--- config.mk ---
export PLATFORM = sky130hd
export DESIGN_NAME = seq_mul_cla
export DESIGN_NICKNAME = d
export VERILOG_FILES = /design/src/rtl/seq_mul_cla.sv
export SDC_FILE = /design/constraint.sdc
export NUM_CORES = 1
export LEC_CHECK = 0
export ABC_AREA = 1
export BUFFER_PORTS_ARGS = -buffer_cell sky130_fd_sc_hd__clkbuf_2
export CORE_MARGIN = 2
export CORE_UTILIZATION = 55
export CTS_CLUSTER_DIAMETER = 120
export CTS_CLUSTER_SIZE = 10
export DETAILED_ROUTE_END_ITERATION = 8
export GPL_TIMING_DRIVEN = 0
export PLACE_DENSITY = 0.78
export SKIP_LAST_GASP = 1
export SYNTH_ARGS = -nofsm -noshare
export SYNTH_HDL_FRONTEND = slang
export SYNTH_SLANG_ARGS = --single-unit
--- constraint.sdc ---
create_clock -name clk -period 3.1 [get_ports clk]
set_clock_uncertainty 0.05 [all_clocks]
set_input_delay 0.62 -clock clk [delete_from_list [all_inputs] [get_ports clk]]
set_output_delay 0.62 -clock clk [all_outputs]
set_load 0.03 [all_outputs]
--- src/rtl/seq_mul_cla.sv ---
// Iterative unsigned shift-add multiplier: WIDTH x WIDTH -> 2*WIDTH through a chain of 4-bit CLA slices.
// Optional zero-operand early termination is enabled by defining SEQ_MUL_EARLY_TERM_EN.
module seq_mul_cla #(
  parameter int WIDTH = 8
) (
  input  logic               clk,
  input  logic               rst,
  input  logic               start,
  input  logic [WIDTH-1:0]   multiplicand,
  input  logic [WIDTH-1:0]   multiplier,
  output logic               busy,
  output logic               done,
  output logic [2*WIDTH-1:0] product
);

  localparam int NSL = WIDTH / 4;
  localparam int CW  = $clog2(WIDTH + 1);

  typedef enum logic [1:0] {
    S_IDLE = 2'd0,
    S_RUN  = 2'd1,
    S_DONE = 2'd2
  } state_t;

  state_t           r_state;
  logic [WIDTH-1:0] r_mcand;
  logic [WIDTH-1:0] r_acc;
  logic [WIDTH-1:0] r_mq;
  logic             r_carry;
  logic [CW-1:0]    r_count;

  logic [WIDTH-1:0] w_addend;
  logic [WIDTH-1:0] w_sum;
  logic             w_cout;

  // 4-bit carry-lookahead slice: returns {cout, sum}
  function automatic logic [4:0] cla4(input logic [3:0] a, input logic [3:0] b, input logic cin);
    logic [3:0] g;
    logic [3:0] p;
    logic [4:0] c;
    g    = a & b;
    p    = a ^ b;
    c[0] = cin;
    c[1] = g[0] | (p[0] & c[0]);
    c[2] = g[1] | (p[1] & g[0]) | (p[1] & p[0] & c[0]);
    c[3] = g[2] | (p[2] & g[1]) | (p[2] & p[1] & g[0]) | (p[2] & p[1] & p[0] & c[0]);
    c[4] = g[3] | (p[3] & g[2]) | (p[3] & p[2] & g[1]) | (p[3] & p[2] & p[1] & g[0])
         | (p[3] & p[2] & p[1] & p[0] & c[0]);
    return {c[4], p ^ c[3:0]};
  endfunction

  // Partial-product add: slice carry-out ripples into the next slice's carry-in
  always_comb begin : add_chain
    logic v_c;
    w_addend = r_mq[0] ? r_mcand : '0;
    w_sum    = '0;
    v_c      = 1'b0;
    for (int i = 0; i < NSL; i++) begin
      {v_c, w_sum[4*i +: 4]} = cla4(r_acc[4*i +: 4], w_addend[4*i +: 4], v_c);
    end
    w_cout = v_c;
  end

  // Control FSM and datapath registers with registered busy/done/product
  always_ff @(posedge clk) begin
    if (rst) begin
      r_state <= S_IDLE;
      r_mcand <= '0;
      r_acc   <= '0;
      r_mq    <= '0;
      r_carry <= 1'b0;
      r_count <= '0;
      busy    <= 1'b0;
      done    <= 1'b0;
      product <= '0;
    end else begin
      case (r_state)
        S_IDLE, S_DONE: begin
          if (start) begin
            r_mcand <= multiplicand;
            r_mq    <= multiplier;
            r_acc   <= '0;
            r_carry <= 1'b0;
            r_count <= '0;
`ifdef SEQ_MUL_EARLY_TERM_EN
            if ((multiplicand == '0) || (multiplier == '0)) begin
              r_state <= S_DONE;
              busy    <= 1'b0;
              done    <= 1'b1;
              product <= '0;
            end else begin
              r_state <= S_RUN;
              busy    <= 1'b1;
              done    <= 1'b0;
            end
`else
            r_state <= S_RUN;
            busy    <= 1'b1;
            done    <= 1'b0;
`endif
          end else begin
            r_state <= S_IDLE;
            busy    <= 1'b0;
            done    <= 1'b0;
          end
        end
        S_RUN: begin
          // The adder carry becomes the top accumulator bit as the pair shifts right
          r_acc   <= {w_cout, w_sum[WIDTH-1:1]};
          r_mq    <= {w_sum[0], r_mq[WIDTH-1:1]};
          r_carry <= w_cout;
          r_count <= r_count + CW'(1);
          if (r_count == CW'(WIDTH - 1)) begin
            r_state <= S_DONE;
            busy    <= 1'b0;
            done    <= 1'b1;
            product <= {w_cout, w_sum, r_mq[WIDTH-1:1]};
          end else begin
            r_state <= S_RUN;
            busy    <= 1'b1;
            done    <= 1'b0;
          end
        end
        default: begin
          r_state <= S_IDLE;
          busy    <= 1'b0;
          done    <= 1'b0;
        end
      endcase
    end
  end

endmodule

* After elaboration in Yosys (flattened, before gate mapping)
Cells that the tools add are included.
W data, S select, Z words.
** Storage, ports and cells
- Bits in registers :: 48
- Input bits :: 19
- Output and inout port bits :: 18
- Word-level logic and storage cells :: 82
** Operators by class
- $add $sub $neg :: 1
- Equal/unequal tests :: 4
- Multiplexer cells :: 14
- Bitwise operators :: 48
- Reductions and logical operators :: 7
** Operator list (count)
- $pmux W8 S2 :: 2
- $and A1 B1 Y1 :: 25
- $mux W8 :: 3
- $or A1 B1 Y1 :: 16
- $xor A4 B4 Y4 :: 4
- $and A4 B4 Y4 :: 2
- $pmux W4 S2 :: 1
- $reduce_and A2 Y1 :: 3
- $add A4 B1 Y4 const B :: 1
- $eq A4 B3 Y1 const B :: 1
- $mux W1 :: 4
- $mux W4 :: 1
- $pmux W2 S2 :: 1
- $reduce_or A2 Y1 :: 2
- $eq A2 B1 Y1 const B :: 1
- $eq A2 B2 Y1 const B :: 1
- $logic_not A2 Y1 :: 1
- $mux W2 :: 1
- $ne A2 B2 Y1 const B :: 1
- $pmux W1 S2 :: 1
- $reduce_bool A2 Y1 :: 1
- $not A1 Y1 :: 1

* Longest topological paths before layout
Gate-level depths: netlist of run 1.
- Depth after elaboration :: 10
- Mapped depth :: 15
- Gate-level depth less buffers :: 14

* Worst setup path after synthesis of run 1
OpenSTA, ideal clock, no wires.
- Kind :: flip-flop to flip-flop
- From :: register r_mq[0]
- To :: register r_acc[3]
- Library setup time :: 0.071 ns
- Data arrival time :: 2.099 ns
- Data required time :: 2.979 ns
- Setup slack :: 0.880 ns
- Stages on the path, launching flop included :: 12
- Buffers on the path :: 1
- Period minus slack after synthesis :: 2.220 ns
- Path through :: dfxtp_1 > clkbuf_1 > nand2_1 > inv_1 > ha_1 > or2_0 > nand2_1 > nand2_2 > inv_1 > fa_1 > or2_0 > a21oi_1
** On the way
- Longest elaborated chain between the ends :: 8
** Ends and longest elaborated chain
- start: declaration :: line 28 : logic [WIDTH-1:0] r_mq;
- start signal: assignment :: line 81 : r_mq <= multiplier;
- start signal: assignment :: line 110 : r_mq <= {w_sum[0], r_mq[WIDTH-1:1]};
- $mux W8 * :: line 55 : w_addend = r_mq[0] ? r_mcand : '0;
- $xor A4 B4 Y4 / $and A4 B4 Y4 (equally long branches) :: line 42, 41
- $and A1 B1 Y1, on equally long branches
- $or A1 B1 Y1, or another cell as far along :: line 47 : c[4] = g[3] | (p[3] & g[2]) | (p[3] & p[2] & g[1]) | (p[3] & p[2] & p[1] & g[0])
- $or A1 B1 Y1 / $and A1 B1 Y1 (equally long branches) :: line 47
- $or A1 B1 Y1 :: line 47
- $xor A4 B4 Y4 * :: line 49 : return {c[4], p ^ c[3:0]};
- $pmux W8 S2 * :: line 77 : case (r_state)
- end signal: assignment :: line 109 : r_acc <= {w_cout, w_sum[WIDTH-1:1]};
- end: declaration :: line 27 : logic [WIDTH-1:0] r_acc;
Every way passes the cells marked *; elsewhere a longest branch is shown, timed or not.
A chain may end at the register's enable or synchronous reset.

* Worst setup path in the final report of run 1
Ends and elaborated chain as after synthesis.

==> metrics.csv, run 1 <==
metric;value;unit
crit_chain;clkbuf_1 -> nand2_1 -> inv_1 -> ha_1 -> or2_0 -> nand2_1 -> nand2_2 -> inv_1 -> fa_1 -> or2_0 -> a21oi_1;
dpl.hpwl;3428;um
synth_top_cell_by_area;dfxtp_1;
drive_above_1_share;0.2317;
drv_cap;0;
worstPathRequired;3.28;ns
yosys.area_share.xor_xnor;0.01190;
synth_mux_area_frac;0;
worstSkewPairLatency;0.30;ns
synth_top_family_by_area;simple AND/OR/NAND/NOR gates;
cts_tree;done;
worst_pin_slew;0.5224;ns
antenna_found_initial;0;
path_class;reg2reg;
power;1.124;mW
min_path_type;reg2reg;
dieArea;0.004538;mm2
ios;37;
start_util;0.5601;
ant_nets;0;
crit_path_end_kind;register;
cts_sinks;47;
critPathBufInv;3;
cp-start-kind;register;
final_max_slew_viol_count;0;
fin_nets;358;
min_period_over_period;0.8133;
yosys.area_share.adder;0.06912;
ys_seq_area_frac;0.4261;
fp.dieW;67.37;um
max_stage_delay;0.45;ns
synthTopCellsByArea;dfxtp_1, nand2_1, nor2_1;
ys_warn_count;0;
grt_overflow;0;
clockRootBuffer;clkbuf_8;
drc;0;
gp_congestion;0.7895;
multi_input_area;0.001091;mm2
cts.path.max_buffers;2;
grt_pass1_vias;1789;
drt_iter0_markers;71;
cts_made_buffers;5;
cts_resized;0;
max_freq;0.3966;GHz
netlist_area;0.002208;mm2
rows;23;
slowest_stage;fa_1;
area_growth;14.73;%
vdd_drop_max;0.0003387;V
synth_compound_area_frac;0.1229;
cp_top_family;simple AND/OR/NAND/NOR gates;
fillers;341;
hold_buffers;0;
synth-simple-area-share;0.2901;
clk_pin_slew;0.08;ns
crit_arrival;2.70;ns
hold_violations;0;
post_cts_buffers;0;
synth-seq-cells;47;
synth_nets;316;
place_ws;0.5772;ns
vias_per_cell;5.122;
p_per_area;443.7;mW/mm2
seq_area;940.9;um2
rsz0062_at_grt;false;
core-area;0.003943;mm2
routed_wl;4610;um
setup_viol;0;
syn_inst;286;
die_h;67.37;um
fin_tns_setup;0;ns
port_buffers;35;
dr.pass1.iters;4;
wl_per_cell;12.20;um
grt_max_degree;14;
slew_headroom;0.6517;
grt.total_usage;0.2303;
antenna_cells;0;
vias;1936;
htree_levels;2;
synth_area_per_cell;7.722;um2
setup_ws;0.5789;ns
status;finished clean;
yosysTopAreaCellShare;0.4261;
cellLeakagePower;1.255;nW
fin_crit;2.521;ns
ys_types;31;
crit_fanout;9;
grt_pass1_wl;7824;um
==> routing by layer <==
| metal | share of wire | track usage | vias to the layer above | wire, um |
|---|---|---|---|---|
| met2 | 0.48 | 0.3861 | 35 | 2201 |
| met1 | 0.47 | 0.2906 | 890 | 2170 |
| met4 | 0.016 | 0.07653 | 0 | 73 |
| met3 | 0.036 | 0.05500 | 8 | 164 |
| met5 | 0 | 0 | - | 0 |
| li1 | - | - | 1003 | - |
==> cell usage in the layout, fill, tap and decap left out, types with 6 or more instances in the layout <==
master / Yosys / layout
a21oi_1: 16 / 16
clkbuf_2: 0 / 35
clkbuf_8: 0 / 6
dfxtp_1: 47 / 47
ha_1: 9 / 9
inv_1: 22 / 22
nand2_1: 73 / 73
nand2_2: 7 / 7
nand3_1: 20 / 20
nor2_1: 35 / 35
o21ai_0: 11 / 11
==> path summary, 6_finish.rpt <==
path	startpoint	to	slack, ns	cells past startpoint
max	r_mq[0]	r_acc[3]	0.58	11
min reg2reg	r_mq[4]	product[3]	0.42	2
max reg2reg	r_mq[0]	r_acc[3]	0.58	11
min	r_mq[4]	product[3]	0.42	2
==> flip-flops by register name, summed over array words and instances, names as in the netlist <==
name     cells
r_state      2
r_count      4
r_mcand      8
product     16
r_acc        8
r_mq         8
done         1
==> worst reg2reg max path, stage by stage (launching register included) <==
cell and delay [ns]:
dfxtp_1 0.31, clkbuf_1 0.34, nand2_1 0.10, inv_1 0.09, ha_1 0.27, or2_0 0.23, nand2_1 0.08, nand2_2 0.08
inv_1 0.08, fa_1 0.45, or2_0 0.24, a21oi_1 0.13
==> kinds of logic after synthesis <==
| family | Yosys count |
|---|---|
| fa+ha+maj | 11 |
| buf+inv | 39 |
| flops | 47 |
| compound gates | 42 |
| simple gates | 144 |
| xor+xnor | 3 |
==> power by group <==
group | internal, mW | switching [mW] | leakage (nW)
clock network | 0.175 | 0.194 | 0.0470
registers | 0.623 | 0.0123 | 0.382
logic | 0.0432 | 0.0763 | 0.826
total | 0.841 | 0.283 | 1.25
==> area by class of cell <==
type	count	area share
multi-input combinational	200	0.4306
sequential	47	0.3714
timing repair buffer	35	0.06914
inverter	28	0.04346
clock buffer	6	0.03259
buffer	11	0.02617
tap	50	0.02469
clock inverter	1	0.001975
==> synthesized netlist by cell type (all sizes together) <==
cell / number
nand4: 1
xor2: 2
buf: 9
nand2: 82
clkbuf: 2
ha: 9
a21oi: 16
inv: 28
a31oi: 5
nand3: 20
a211oi: 2
nand3b: 1
fa: 2
a221oi: 3
nor2: 38
o21ai: 16
dfxtp: 47
xnor2: 1
or2: 2
==> metrics by stage <==
| stage | hold WS [ns] | util | cells | cell area [um2] |
|---|---|---|---|---|
| after floorplan | 0.3884 | - | 286 | 2208 |
| after global placement | 0.4033 | 0.6204 | 371 | 2446 |
| after detailed placement | 0.4076 | 0.6204 | 371 | 2446 |
| after CTS | 0.4213 | 0.6427 | 378 | 2534 |
| after global routing | 0.4461 | 0.6427 | 378 | 2534 |
| final | 0.4191 | 0.6427 | 378 | 2534 |
No activity file was read; power rests on OpenSTA's default activity.
==> inputs of run 2 (changes only) <==
==> constraint.sdc (replaced) <==
create_clock -name clk -period 2.6 [get_ports clk]
set_clock_uncertainty 0.05 [all_clocks]
set_input_delay 0.52 -clock clk [delete_from_list [all_inputs] [get_ports clk]]
set_output_delay 0.52 -clock clk [all_outputs]
set_load 0.03 [all_outputs]
==> metrics.csv, run 2 (same netlist as run 1, synthesis figures left out) <==
metric;value;unit
post_cts_buffers;0;
max_freq;0.4184;GHz
ant_nets;0;
clockRootBuffer;clkbuf_8;
cp-start-kind;register;
drc;0;
p_per_area;530.1;mW/mm2
final_area;0.002530;mm2
dr.pass1.iters;4;
gp_congestion;0.7895;
area_growth;14.56;%
cellLeakagePower;1.254;nW
crit_arrival;2.57;ns
cp_top_family;simple AND/OR/NAND/NOR gates;
core-area;0.003943;mm2
final_max_slew_viol_count;0;
status;finished clean;
worstSkewPairLatency;0.30;ns
cts_tree;done;
whs_path_depth;3;
port_buffers;35;
largest_register;product;
hold_buffers;0;
antenna_found_initial;0;
grt_overflow;0;
final_common_cell;nand2_1;
grt_max_degree;14;
cts.path.max_buffers;2;
grt.total_usage;0.2303;
vias_per_cell;5.106;
fin_nets;357;
dpl.hpwl;3428;um
min_period_over_period;0.9192;
wl_per_cell;12.16;um
whs_endpoint;r_mcand[5];
whs;0.4149;ns
slew_headroom;0.6514;
rr_startpoint;r_mq[0];
rsz0062_at_grt;false;
worstPathRequired;2.78;ns
ios;37;
max_stage_delay;0.52;ns
die_h;67.37;um
drive_above_1_share;0.2324;
clk_pin_slew;0.09;ns
min_path_type;in2reg;
slowest_stage;dfxtp_1;
fin_tns_setup;0;ns
cts_made_buffers;5;
start_util;0.5601;
crit_fanout;9;
ff2ff_path_depth;10;
vdd_drop_max;0.0004036;V
worst_pin_slew;0.5229;ns
critPathBufInv;2;
largest_reg_flops;16;
fin_crit;2.390;ns
path_class;reg2reg;
crit_chain;nand2_1 -> inv_1 -> ha_1 -> or2_0 -> nand2_1 -> nand2_2 -> inv_1 -> fa_1 -> or2_0 -> a21oi_1;
htree_levels;2;
reg2reg_slack;0.21;ns
hp-start;multiplicand[5];
vias;1925;
cts_resized;0;
power;1.341;mW
antenna_cells;0;
mostFrequentLayoutCells;nand2_1, dfxtp_1, nor2_1, clkbuf_2, inv_1;
drt_iter0_markers;59;
dieArea;0.004538;mm2
fin_util;0.6417;
r2r_end;r_acc[3];
setup_viol;0;
drv_cap;0;
fp.dieW;67.37;um
grt_pass1_vias;1789;
place_area;0.002446;mm2
cts_sinks;47;
crit_path_end_kind;register;
rows;23;
hold_violations;0;
routed_wl;4584;um
grt_pass1_wl;7824;um
run 2: changes by cell type in the layout (fill, tap and decap cells not counted):
| cell | delta |
|---|---|
| clkbuf_1 | -1 |
run 2: how the worst max path moves through the flow:
stage / start / endpoint / slack, ns / cells past startpoint
2_1_floorplan: r_mq[0] / r_acc[3] / 0.38 / 11
3_3_place_gp: r_mq[0] / r_acc[3] / 0.14 / 11
3_5_place_dp: r_mq[0] / r_acc[3] / 0.08 / 11
4_1_cts: r_mq[0] / r_acc[3] / 0.04 / 11
5_1_grt: r_mq[0] / r_acc[3] / 0.04 / 10
6_report: r_mq[0] / r_acc[3] / 0.21 / 10
run 2: per-stage QoR:
stage | cells | setup slack [ns]
4_1_cts | 378 | 0.04354
5_1_grt | 377 | 0.04413
3_5_place_dp | 371 | 0.07723
6_report | 377 | 0.2100
3_3_place_gp | 371 | 0.1412
2_1_floorplan | 286 | 0.3801
run 2: metal layers:
metal,GRT usage,part of all wire,wire [um],up-vias
li1,-,-,-,1002
met1,0.2906,0.46,2119,879
met2,0.3861,0.48,2203,38
met3,0.05500,0.044,202,6
met4,0.07653,0.013,59,0
met5,0,0,0,-
run 2: area by class of cell:
| cell class | instances | area (um2) |
|---|---|---|
| repair buffers | 35 | 175.2 |
| inverters | 28 | 110.1 |
| well taps | 50 | 62.56 |
| flip-flops and latches | 47 | 940.9 |
| clock buffers | 6 | 82.58 |
| multi-input cells | 200 | 1091 |
| plain buffers | 10 | 62.56 |
| clock inverters | 1 | 5.005 |
| fillers | 341 | 1413 |
run 2: tightest hold or removal path: stages:
cell	delay [ns]
clkbuf_2	0.07
o21ai_0	0.07
nor2_1	0.07
run 2: report_power, final:
group | internal (mW) | switching, mW
Clock | 0.209 | 0.233
Combinational | 0.0510 | 0.0877
Sequential | 0.743 | 0.0172
Total | 1.00 | 0.338
